### src/rtl/spi_flash_rd_seq.sv
// spi_flash_rd_seq
//   APB master sequencer that runs a complete serial-flash read on an SPI
//   master's APB register port: it programs CLKDIV, SPICMD, SPIADR, SPILEN,
//   SPIDUM and STATUS(go), then polls STATUS and drains RXFIFO one word at a
//   time onto a valid/ready response stream.
//
// Ports
//   HCLK, HRESET                      clock, synchronous active-high reset
//   req_valid/req_ready               request handshake
//   req_addr[23:0], req_words[10:0]   flash byte address, 32-bit word count
//   req_clkdiv[7:0]                   SPI clock divider
//   rsp_valid/rsp_ready               response handshake
//   rsp_data[31:0], rsp_last          read word, final word of the request
//   busy                              transaction in progress
//   PADDR..PENABLE, PRDATA, PREADY    APB master port
//   PSLVERR                           APB error (used only with timeout build)
//   err                               abort pulse (timeout build only)
//
// Build option
//   SPI_SEQ_TIMEOUT_EN : adds TIMEOUT_CYCLES, a poll counter and the err
//   output; a poll timeout or PSLVERR aborts with a STATUS soft-reset write.
module spi_flash_rd_seq #(
  parameter int unsigned APB_ADDR_WIDTH = 12,
  parameter logic [7:0]  READ_CMD       = 8'h03,
  parameter logic [3:0]  CS_MASK        = 4'b0001,
  parameter int unsigned MAX_WORDS      = 2047
`ifdef SPI_SEQ_TIMEOUT_EN
  , parameter int unsigned TIMEOUT_CYCLES = 65535
`endif
) (
  input  logic                      HCLK,
  input  logic                      HRESET,
  input  logic                      req_valid,
  output logic                      req_ready,
  input  logic [23:0]               req_addr,
  input  logic [10:0]               req_words,
  input  logic [7:0]                req_clkdiv,
  output logic                      rsp_valid,
  input  logic                      rsp_ready,
  output logic [31:0]               rsp_data,
  output logic                      rsp_last,
  output logic                      busy,
  output logic [APB_ADDR_WIDTH-1:0] PADDR,
  output logic [31:0]               PWDATA,
  output logic                      PWRITE,
  output logic                      PSEL,
  output logic                      PENABLE,
  input  logic [31:0]               PRDATA,
  input  logic                      PREADY,
  input  logic                      PSLVERR
`ifdef SPI_SEQ_TIMEOUT_EN
  , output logic                    err
`endif
);

  typedef enum logic [3:0] {
    S_IDLE, S_WR_CLKDIV, S_WR_CMD, S_WR_ADR, S_WR_LEN, S_WR_DUM, S_WR_GO,
    S_POLL, S_RD_RX, S_PUSH, S_ABORT
  } state_t;

  state_t      r_state;
  logic [23:0] r_addr;
  logic [10:0] r_words;
  logic [10:0] r_remaining;
  logic        w_abort;

`ifdef SPI_SEQ_TIMEOUT_EN
  logic [15:0] r_poll_cnt;
  assign w_abort = (PSLVERR && r_state != S_ABORT) ||
                   (r_state == S_POLL && PRDATA[20:16] == '0 &&
                    32'(r_poll_cnt) >= TIMEOUT_CYCLES);
`else
  logic w_unused_pslverr;
  assign w_unused_pslverr = PSLVERR;
  assign w_abort          = 1'b0;
`endif

  // Enter an APB state in its SETUP phase with the access fields loaded.
  task automatic apb_start(input state_t s, input logic [5:0] a,
                           input logic [31:0] d, input logic w);
    r_state <= s;
    PSEL    <= 1'b1;
    PENABLE <= 1'b0;
    PADDR   <= APB_ADDR_WIDTH'(a);
    PWDATA  <= d;
    PWRITE  <= w;
  endtask

  always_ff @(posedge HCLK) begin
    if (HRESET) begin
      r_state     <= S_IDLE;
      req_ready   <= 1'b1;
      busy        <= 1'b0;
      rsp_valid   <= 1'b0;
      rsp_data    <= '0;
      rsp_last    <= 1'b0;
      PADDR       <= '0;
      PWDATA      <= '0;
      PWRITE      <= 1'b0;
      PSEL        <= 1'b0;
      PENABLE     <= 1'b0;
      r_addr      <= '0;
      r_words     <= '0;
      r_remaining <= '0;
`ifdef SPI_SEQ_TIMEOUT_EN
      r_poll_cnt  <= '0;
      err         <= 1'b0;
`endif
    end else begin
`ifdef SPI_SEQ_TIMEOUT_EN
      err <= 1'b0;
      if (r_state == S_POLL && r_poll_cnt != '1)
        r_poll_cnt <= r_poll_cnt + 16'd1;
`endif
      case (r_state)
        S_IDLE: begin
`ifdef SPI_SEQ_TIMEOUT_EN
          r_poll_cnt <= '0;
`endif
          // Zero or oversized requests are consumed here without any traffic.
          if (req_valid && req_words != '0 && 32'(req_words) <= MAX_WORDS) begin
            r_addr      <= req_addr;
            r_words     <= req_words;
            r_remaining <= req_words;
            req_ready   <= 1'b0;
            busy        <= 1'b1;
            apb_start(S_WR_CLKDIV, 6'h04, {24'h0, req_clkdiv}, 1'b1);
          end
        end
        S_PUSH: begin
          if (rsp_ready) begin
            rsp_valid <= 1'b0;
            rsp_last  <= 1'b0;
            // Terminal check before decrement keeps the counter from wrapping.
            if (r_remaining == 11'd1) begin
              r_state   <= S_IDLE;
              req_ready <= 1'b1;
              busy      <= 1'b0;
            end else begin
              r_remaining <= r_remaining - 11'd1;
              apb_start(S_POLL, 6'h00, '0, 1'b0);
            end
          end
        end
        default: begin
          if (!PENABLE) begin
            PENABLE <= 1'b1;
          end else if (PREADY) begin
            PSEL    <= 1'b0;
            PENABLE <= 1'b0;
            if (w_abort) begin
              apb_start(S_ABORT, 6'h00, 32'h10, 1'b1);
            end else begin
              case (r_state)
                S_WR_CLKDIV: apb_start(S_WR_CMD, 6'h08, {READ_CMD, 24'h0}, 1'b1);
                S_WR_CMD:    apb_start(S_WR_ADR, 6'h0C, {r_addr, 8'h00}, 1'b1);
                S_WR_ADR:    apb_start(S_WR_LEN, 6'h10,
                                       {r_words, 5'b0, 2'b0, 6'd24, 2'b0, 6'd8}, 1'b1);
                S_WR_LEN:    apb_start(S_WR_DUM, 6'h14, '0, 1'b1);
                S_WR_DUM:    apb_start(S_WR_GO, 6'h00, {20'h0, CS_MASK, 8'h01}, 1'b1);
                S_WR_GO:     apb_start(S_POLL, 6'h00, '0, 1'b0);
                S_POLL: begin
                  if (PRDATA[20:16] != '0) begin
                    apb_start(S_RD_RX, 6'h20, '0, 1'b0);
`ifdef SPI_SEQ_TIMEOUT_EN
                    r_poll_cnt <= '0;
`endif
                  end else begin
                    apb_start(S_POLL, 6'h00, '0, 1'b0);
                  end
                end
                S_RD_RX: begin
                  rsp_data  <= PRDATA;
                  rsp_valid <= 1'b1;
                  rsp_last  <= (r_remaining == 11'd1);
                  r_state   <= S_PUSH;
                end
                S_ABORT: begin
`ifdef SPI_SEQ_TIMEOUT_EN
                  err <= 1'b1;
`endif
                  r_state   <= S_IDLE;
                  req_ready <= 1'b1;
                  busy      <= 1'b0;
                end
                default: r_state <= S_IDLE;
              endcase
            end
          end
        end
      endcase
    end
  end

endmodule

### config.mk
export PLATFORM = sky130hd
export DESIGN_NAME = spi_flash_rd_seq
export DESIGN_NICKNAME = d
export VERILOG_FILES = /design/src/rtl/spi_flash_rd_seq.sv
export SDC_FILE = /design/constraint.sdc
export NUM_CORES = 1
export LEC_CHECK = 0
export ABC_AREA = 1
export BUFFER_PORTS_ARGS = -buffer_cell sky130_fd_sc_hd__buf_2
export CAP_MARGIN = 10
export CORE_MARGIN = 3
export CORE_UTILIZATION = 54
export CTS_BUF_LIST = sky130_fd_sc_hd__clkbuf_8
export DETAILED_ROUTE_END_ITERATION = 6
export GPL_ROUTABILITY_DRIVEN = 1
export PLACE_DENSITY = 0.81
export SLEW_MARGIN = 20
export SYNTH_ARGS = -nofsm -noshare
export SYNTH_HDL_FRONTEND = slang
export SYNTH_SLANG_ARGS = --single-unit
### constraint.sdc
create_clock -name HCLK -period 2.05 [get_ports HCLK]
set_clock_uncertainty 0.05 [all_clocks]
set_input_delay 0 -clock HCLK [delete_from_list [all_inputs] [get_ports HCLK]]
set_output_delay 0 -clock HCLK [all_outputs]
set_load 0.05 [all_outputs]
==> results of run 1 <==
-- sequential cells by signal, indices dropped and copies added, names as in the netlist --
signal and cells:
req_ready 1, rsp_last 1, PSEL 1, r_state 4, r_words 11, busy 1
r_addr 24, PENABLE 1, PADDR 4, rsp_data 32, PWRITE 1, rsp_valid 1
r_remaining 11, PWDATA 32
-- per-layer routing --
layer	up-vias	GRT usage	share of wire	wire length [um]
li1	2983	-	-	-
met1	2640	0.3168	0.41	6261
met2	191	0.4803	0.51	7872
met3	32	0.05879	0.058	891
met4	0	0.09739	0.020	310
met5	-	0	0	0
-- path summary, 6_finish.rpt --
kind | startpoint | endpoint | slack [ns]
worst max-delay path | r_state[3] | PWDATA[5] | 0.21
worst min-delay path | req_clkdiv[4] | PWDATA[4] | 0.30
worst max register to register | r_state[3] | PWDATA[5] | 0.21
worst min register to register | r_addr[12] | r_addr[12] | 0.40
-- worst register-to-register path: stages (launching register included) --
cell and delay, ns:
dfxtp_1 0.38, inv_1 0.11, nor2_4 0.13, nand2_2 0.09
buf_4 0.21, nor2_4 0.12, inv_2 0.07, nand4_4 0.13
buf_12 0.20, nand2_1 0.09, nand2_1 0.08, nor2_1 0.06
-- synth_stat cells --
cell type    n
nor2_1     165
nand2_1    129
dfxtp_1    125
inv_1      107
o21ai_0    107
a21oi_1     67
clkbuf_1    26
nand3_1     18
buf_4       12
o22ai_1      9
buf_6        7
buf_2        6
nand4_1      4
clkinv_1     3
nor2_2       3
ha_1         2
inv_2        2
nor2_4       2
o211ai_1     2
o21ai_1      2
a21o_1       1
a31oi_1      1
and2_0       1
and2_1       1
clkinv_2     1
conb_1       1
inv_4        1
nand2_2      1
nand3_2      1
nand4_2      1
nor3_1       1
or2_2        1
xnor2_1      1
xor2_1       1
-- power by group through the flow --
| stage | Combinational [mW] | Clock, mW | Sequential (mW) |
|---|---|---|---|
| CTS | 4.82 | 2.17 | 3.44 |
| finish | 4.90 | 2.14 | 3.47 |
| detailed placement | 4.66 | 0 | 3.49 |
| floorplan | 2.78 | 0 | 4.40 |
| global route | 5.48 | 2.27 | 3.54 |
| global placement | 4.61 | 0 | 3.46 |
-- area by class of cell --
type                            instances  share of cell area
Clock buffer                           17             0.03067
Sequential cell                       125              0.3282
Multi-Input combinational cell        529              0.3126
Clock inverter                         15             0.02116
Timing Repair Buffer                  251              0.2290
Inverter                              114             0.05659
Tap cell                              133             0.02181
-- kinds of logic after synthesis --
family / synth area share
buffers and inverters: 0.1311
and+or+nand+nor: 0.2363
AOI/OAI and AO/OA: 0.1739
DFF: 0.4505
other: 0.0006750
adders and majority gates: 0.004504
xor gates and xnor gates: 0.003154
-- repair_timing --
action | CTS | global route
endpoints found under the setup margin | 0 | 11
hold endpoints to repair | 91 | 0
hold buffers | 79 | 0
gates resized for setup | 0 | 8
buffers inserted | 0 | 0
==> impl_metrics.prom, run 1 <==
# TYPE chip_impl_metric gauge
chip_impl_info{name="status",value="complete, no violations"} 1
chip_impl_metric{name="antenna_found_initial",unit=""} 0
chip_impl_metric{name="timing.fmax",unit="MHz"} 545.0
chip_impl_metric{name="post-route-worst-setup-slack",unit="ns"} 0.2150
chip_impl_metric{name="drtPass1Iterations",unit=""} 5
chip_impl_info{name="path_delay_family",value="simple AND/OR/NAND/NOR gates"} 1
chip_impl_metric{name="final_cells",unit=""} 1184
chip_impl_metric{name="clk_transition_reported_paths",unit="ns"} 0.09
chip_impl_metric{name="grt_first_pass_wirelength",unit="um"} 25210
chip_impl_metric{name="synth_sequential_area_ratio",unit=""} 0.4505
chip_impl_metric{name="multiInputGateArea",unit="um2"} 2385
chip_impl_metric{name="drv.max_cap_violation_count",unit=""} 0
chip_impl_info{name="end_kind",value="register"} 1
chip_impl_metric{name="synthCells",unit=""} 812
chip_impl_metric{name="clock_sink_count",unit=""} 125
chip_impl_metric{name="period_share",unit=""} 0.8951
chip_impl_metric{name="data_required_critical_path",unit="ns"} 2.32
chip_impl_metric{name="synthesis_warning_total",unit=""} 0
chip_impl_info{name="rsz0062_at_grt",value="false"} 1
chip_impl_metric{name="crit_path_depth",unit=""} 11
chip_impl_metric{name="fraction_of_final_layout_cells_sized_beyond_drive_strength_1",unit=""} 0.2131
chip_impl_metric{name="power.density_cell_area",unit="nW/um2"} 1378
chip_impl_metric{name="die_area",unit="um2"} 11540
chip_impl_info{name="clk_root_buffer_cell",value="clkbuf_8"} 1
chip_impl_info{name="most_frequent_cells_in_the_layout",value="nor2_1 (161), buf_2 (154), nand2_1 (129)"} 1
chip_impl_info{name="cts_tree",value="built"} 1
chip_impl_metric{name="drt-vias-per-instance",unit=""} 4.938
chip_impl_metric{name="ctsLongestPathBuffers",unit=""} 2
chip_impl_metric{name="globalRouteTotalUtil",unit=""} 0.2692
chip_impl_metric{name="totalNegativeSetupSlack",unit="ns"} 0
chip_impl_metric{name="largest_net_degree_at_the_start_of_global_routing",unit=""} 72
chip_impl_metric{name="r2r_cells",unit=""} 11
chip_impl_metric{name="final.fill_count",unit=""} 725
chip_impl_metric{name="finalWorstPathRequiredPeriod",unit="ns"} 1.835
chip_impl_metric{name="report.power.total",unit="mW"} 10.51
chip_impl_metric{name="switchingPower",unit="mW"} 4.756
chip_impl_info{name="synth_largest_area_cell",value="dfxtp_1"} 1
chip_impl_info{name="mostFrequentLayoutCell",value="nor2_1"} 1
chip_impl_metric{name="switching_fraction_of_total_power",unit=""} 0.4525
chip_impl_metric{name="worstPathArrival",unit="ns"} 2.10
chip_impl_metric{name="path_buf_inv",unit=""} 4
chip_impl_metric{name="grt_overflow",unit=""} 0
chip_impl_metric{name="core_area",unit="um2"} 9910
chip_impl_metric{name="synth.lib_cells_used.distinct",unit=""} 34
chip_impl_metric{name="routed_wire_length_per_instance",unit="um"} 12.95
chip_impl_metric{name="dieHeight",unit="um"} 107.4
chip_impl_metric{name="power.share.combinational",unit=""} 0.467
chip_impl_metric{name="timing.hold.ws",unit="ns"} 0.3033
chip_impl_metric{name="internal-power",unit="mW"} 5.753
chip_impl_metric{name="placedInstanceArea",unit="um2"} 6421
chip_impl_metric{name="p_clk_frac",unit=""} 0.203
chip_impl_metric{name="num_vias",unit=""} 5846
chip_impl_metric{name="leakage_power",unit="nW"} 3.717
chip_impl_metric{name="seq_power_share",unit=""} 0.330
chip_impl_info{name="synthTopCellsByArea",value="dfxtp_1 (45%), nor2_1 (11%), o21ai_0 (9.6%)"} 1
chip_impl_metric{name="insertion_delay",unit="ns"} 0.42
chip_impl_metric{name="htree_num_levels",unit=""} 4
chip_impl_metric{name="setup-violations-final",unit=""} 0
chip_impl_metric{name="tightestPinTransition",unit="ns"} 0.6337
chip_impl_metric{name="nets",unit=""} 1121
chip_impl_metric{name="avgSynthCellArea",unit="um2"} 6.842
chip_impl_metric{name="power.ir.vdd_worst",unit="V"} 0.0009369
chip_impl_metric{name="timing.final.max_slew_violations",unit=""} 0
chip_impl_metric{name="dr.first_iter.drc_count",unit=""} 354
chip_impl_metric{name="synth_largest_type_area_fraction",unit=""} 0.4505
chip_impl_metric{name="post-route-drc-count",unit=""} 0
chip_impl_metric{name="floorplan.initialDensity",unit=""} 0.5606
chip_impl_metric{name="core.rowCount",unit=""} 36
chip_impl_metric{name="io_pins",unit=""} 164
chip_impl_info{name="critPathLaunchType",value="register"} 1
chip_impl_info{name="timing.setup.critical_path_class",value="register to register"} 1
chip_impl_info{name="crit_path_cell_trace",value="inv_1 > nor2_4 > nand2_2 > buf_4 > nor2_4 > inv_2 > nand4_4 > buf_12 > nand2_1 > nand2_1 > nor2_1"} 1
chip_impl_metric{name="detail-route-antenna-nets",unit=""} 0
chip_impl_metric{name="relSlewSlack",unit=""} 0.5775
chip_impl_metric{name="total_of_buffers_placed_on_input_and_output_ports",unit=""} 154
chip_impl_info{name="cpMaxStageDelayCell",value="dfxtp_1"} 1
chip_impl_metric{name="via_count_of_the_first_global_routing_pass",unit=""} 5491
chip_impl_metric{name="area_occupied_by_registers",unit="um2"} 2504
chip_impl_metric{name="cts_buf_count",unit=""} 17
chip_impl_metric{name="post-route-util",unit=""} 0.7698
chip_impl_metric{name="crit_path_max_incr_delay",unit="ns"} 0.38
chip_impl_metric{name="routed_wl",unit="um"} 15340
chip_impl_metric{name="detailedPlace.worstSlack",unit="ns"} 0.2320
chip_impl_metric{name="netlist_area",unit="um2"} 5555
chip_impl_metric{name="horiz_die_dim",unit="um"} 107.4
chip_impl_metric{name="worst_hold_path.num_cells",unit=""} 4
chip_impl_metric{name="final_area",unit="um2"} 7629
chip_impl_metric{name="finalWeightedCongestion",unit=""} 0.8865
chip_impl_metric{name="syn2layout_area_growth",unit="%"} 37.32
chip_impl_metric{name="dp.final_hpwl",unit="um"} 9356
chip_impl_metric{name="finalHoldViolCount",unit=""} 0
chip_impl_info{name="min-delay-path-class",value="input pin to register"} 1
chip_impl_metric{name="crit_path_max_fanout",unit=""} 35
chip_impl_metric{name="dp.cells",unit=""} 1073
chip_impl_metric{name="synth-seq-cells",unit=""} 125
chip_impl_metric{name="n_antenna_cell",unit=""} 0
No activity file was read; power rests on OpenSTA's default activity.
==> run 2: changes to the inputs <==
--- a/config.mk
+++ b/config.mk
@@ -8,11 +8,12 @@
 export ABC_AREA = 1
 export BUFFER_PORTS_ARGS = -buffer_cell sky130_fd_sc_hd__buf_2
 export CAP_MARGIN = 10
-export CORE_MARGIN = 3
 export CORE_UTILIZATION = 54
 export CTS_BUF_LIST = sky130_fd_sc_hd__clkbuf_8
+export CTS_CLUSTER_DIAMETER = 60
 export DETAILED_ROUTE_END_ITERATION = 6
 export GPL_ROUTABILITY_DRIVEN = 1
+export GPL_TIMING_DRIVEN = 0
 export PLACE_DENSITY = 0.81
 export SLEW_MARGIN = 20
 export SYNTH_ARGS = -nofsm -noshare
==> run 2 against run 1 <==
  * Count of clock-buffer cells in the layout rose by 3
  * Wire length up 11%
  * Sequential share of layout area decreased by 0.63 points
  * Critical endpoint is now PENABLE
  * Sequential power about the same
  * Global-route usage increased by 5.4 points
  * Sequential cell count is the same
  * Worst setup slack worse by 0.18 ns
  * Cell count rose by 2.7%
==> impl_metrics.prom, run 2 (synthesized netlist as in run 1, its figures left out) <==
# TYPE chip_impl_metric gauge
chip_impl_metric{name="clock_sink_count",unit=""} 125
chip_impl_metric{name="tightestPinTransition",unit="ns"} 0.5264
chip_impl_metric{name="via_count_of_the_first_global_routing_pass",unit=""} 5687
chip_impl_info{name="status",value="complete, no violations"} 1
chip_impl_metric{name="n_antenna_cell",unit=""} 0
chip_impl_metric{name="worst_hold_path.num_cells",unit=""} 6
chip_impl_info{name="most_frequent_cells_in_the_layout",value="nor2_1 (161), buf_2 (159), nand2_1 (128)"} 1
chip_impl_info{name="cts_tree",value="built"} 1
chip_impl_metric{name="post-route-drc-count",unit=""} 0
chip_impl_metric{name="htree_num_levels",unit=""} 4
chip_impl_info{name="critical_path.reg2reg.startpoint",value="r_state[2]"} 1
chip_impl_info{name="timing.setup.critical_path_class",value="register to register"} 1
chip_impl_metric{name="internal-power",unit="mW"} 6.007
chip_impl_metric{name="seq_power_share",unit=""} 0.316
chip_impl_metric{name="drt-vias-per-instance",unit=""} 5.039
chip_impl_metric{name="insertion_delay",unit="ns"} 0.44
chip_impl_metric{name="num_vias",unit=""} 6128
chip_impl_metric{name="io_pins",unit=""} 164
chip_impl_info{name="mostFrequentLayoutCell",value="nor2_1"} 1
chip_impl_metric{name="worstPathArrival",unit="ns"} 2.29
chip_impl_metric{name="syn2layout_area_growth",unit="%"} 39.93
chip_impl_metric{name="r2r_cells",unit=""} 8
chip_impl_info{name="hold_path.startpoint",value="req_valid"} 1
chip_impl_metric{name="timing.final.max_slew_violations",unit=""} 0
chip_impl_metric{name="largest_net_degree_at_the_start_of_global_routing",unit=""} 17
chip_impl_metric{name="power.ir.vdd_worst",unit="V"} 0.0007379
chip_impl_metric{name="grt_overflow",unit=""} 0
chip_impl_metric{name="power.density_cell_area",unit="nW/um2"} 1409
chip_impl_metric{name="ctsLongestPathBuffers",unit=""} 2
chip_impl_metric{name="grt_first_pass_wirelength",unit="um"} 26250
chip_impl_metric{name="report.power.total",unit="mW"} 10.96
chip_impl_info{name="min_to",value="r_remaining[10]"} 1
chip_impl_metric{name="dp.final_hpwl",unit="um"} 10520
chip_impl_metric{name="finalHoldViolCount",unit=""} 0
chip_impl_metric{name="die_area",unit="um2"} 10700
chip_impl_info{name="top_regs",value="PWDATA: 32 flops, rsp_data: 32 flops, r_addr: 24 flops"} 1
chip_impl_metric{name="final.fill_count",unit=""} 706
chip_impl_metric{name="placedInstanceArea",unit="um2"} 6514
chip_impl_metric{name="routed_wire_length_per_instance",unit="um"} 14.00
chip_impl_metric{name="globalRouteTotalUtil",unit=""} 0.3236
chip_impl_metric{name="detail-route-antenna-nets",unit=""} 0
chip_impl_metric{name="core.rowCount",unit=""} 36
chip_impl_info{name="min-delay-path-class",value="input pin to register"} 1
chip_impl_metric{name="clk_transition_reported_paths",unit="ns"} 0.07
chip_impl_metric{name="crit_path_max_fanout",unit=""} 5
chip_impl_metric{name="drtPass1Iterations",unit=""} 5
chip_impl_metric{name="crit_path_max_incr_delay",unit="ns"} 0.58
chip_impl_info{name="cpMaxStageDelayCell",value="dlygate4sd3_1"} 1
chip_impl_metric{name="switchingPower",unit="mW"} 4.948
chip_impl_info{name="rsz0062_at_grt",value="true"} 1
chip_impl_metric{name="finalWorstPathRequiredPeriod",unit="ns"} 2.018
chip_impl_info{name="destination_of_the_worst_register_to_register_timing_path",value="PENABLE"} 1
chip_impl_metric{name="dr.first_iter.drc_count",unit=""} 297
chip_impl_metric{name="period_share",unit=""} 0.9843
chip_impl_metric{name="total_of_buffers_placed_on_input_and_output_ports",unit=""} 153
chip_impl_metric{name="antenna_found_initial",unit=""} 0
chip_impl_metric{name="switching_fraction_of_total_power",unit=""} 0.4517
chip_impl_info{name="critPathLaunchType",value="register"} 1
chip_impl_info{name="crit_path_cell_trace",value="nor2_1 > nand2_1 > inv_1 > a21oi_2 > nand2_1 > nand2_1 > a21oi_1 > dlygate4sd3_1"} 1
chip_impl_metric{name="data_required_critical_path",unit="ns"} 2.32
chip_impl_metric{name="dieHeight",unit="um"} 103.4
chip_impl_metric{name="slack_of_the_worst_reg_to_reg_path",unit="ns"} 0.03
chip_impl_metric{name="relSlewSlack",unit=""} 0.6490
chip_impl_metric{name="floorplan.initialDensity",unit=""} 0.5632
chip_impl_metric{name="timing.fmax",unit="MHz"} 495.6
chip_impl_metric{name="setup-violations-final",unit=""} 0
chip_impl_info{name="end_kind",value="register"} 1
chip_impl_metric{name="horiz_die_dim",unit="um"} 103.4
chip_impl_metric{name="finalWeightedCongestion",unit=""} 0.9107
chip_impl_metric{name="power.share.combinational",unit=""} 0.470
chip_impl_metric{name="drv.max_cap_violation_count",unit=""} 0
chip_impl_metric{name="fraction_of_final_layout_cells_sized_beyond_drive_strength_1",unit=""} 0.2161
chip_impl_info{name="crit_path_start",value="r_state[2]"} 1
chip_impl_info{name="crit_path_frequent_cell",value="nand2_1"} 1
chip_impl_info{name="clk_root_buffer_cell",value="clkbuf_8"} 1
chip_impl_metric{name="core_area",unit="um2"} 9864
chip_impl_metric{name="routed_wl",unit="um"} 17020
chip_impl_metric{name="final_area",unit="um2"} 7774
chip_impl_metric{name="dp.cells",unit=""} 1105
chip_impl_metric{name="cts_buf_count",unit=""} 17
chip_impl_metric{name="final_cells",unit=""} 1216
chip_impl_metric{name="leakage_power",unit="nW"} 3.800
chip_impl_metric{name="timing.hold.ws",unit="ns"} 0.1090
chip_impl_metric{name="p_clk_frac",unit=""} 0.215
chip_impl_metric{name="nets",unit=""} 1154
[run 2: power groups by stage]
stage	sequential [mW]	combinational, mW	clock [mW]
3_3_place_gp	3.46	4.74	0
5_1_grt	3.53	5.65	2.47
6_report	3.46	5.15	2.35
2_1_floorplan	4.40	2.78	0
3_5_place_dp	3.48	4.82	0
4_1_cts	3.43	4.99	2.34
[run 2: final cells by class]
class | count | area (um2) | area share
sequential | 125 | 2502 | 0.3219
timing repair buffer | 233 | 1564 | 0.2012
clock inverter | 11 | 156.4 | 0.02012
clock buffer | 20 | 275.3 | 0.03541
multi-input combinational | 529 | 2372 | 0.3052
tap | 133 | 166.4 | 0.02141
buffer | 51 | 304.0 | 0.03911
inverter | 114 | 432.9 | 0.05569
[run 2: layer usage]
layer / routed length, um / global-route usage / part of all wire
met2: 8402 / 0.5634 / 0.49
met1: 7016 / 0.3812 / 0.41
met4: 494 / 0.1441 / 0.029
met3: 1105 / 0.07191 / 0.065
met5: 0 / 0 / 0
[run 2: worst max-delay path: cells and delay by family (launching register included)]
kind	cells	cell delay [ns]
buffers and inverters	2	0.69
AO/OA/AOI/OAI	2	0.28
flip-flops	1	0.46
AND/OR/NAND/NOR	4	0.42
[run 2: timing repair]
item,in CTS,in global routing
setup endpoints to repair,0,26
hold endpoints to repair,91,0
setup buffers,0,1
hold buffers,79,0
gates resized for setup,0,20
[run 2: metrics by stage]
stage,worst slack [ns],setup TNS (ns),util
6_report,0.03209,0,0.7881
5_1_grt,-0.04535,-0.1096,0.7881
4_1_cts,0.05631,0,0.7842
3_5_place_dp,0.1400,0,0.6603
3_3_place_gp,0.1464,0,0.6603
2_1_floorplan,0.3465,0,-
[run 2: worst max path at each step]
| stage | end | slack, ns |
|---|---|---|
| final | PENABLE | 0.03 |
| after global routing | PENABLE | -0.05 |
| after CTS | PENABLE | 0.06 |
| after detailed placement | PWDATA[25] | 0.14 |
| after global placement | PWDATA[25] | 0.15 |
| after floorplan | PWDATA[10] | 0.35 |
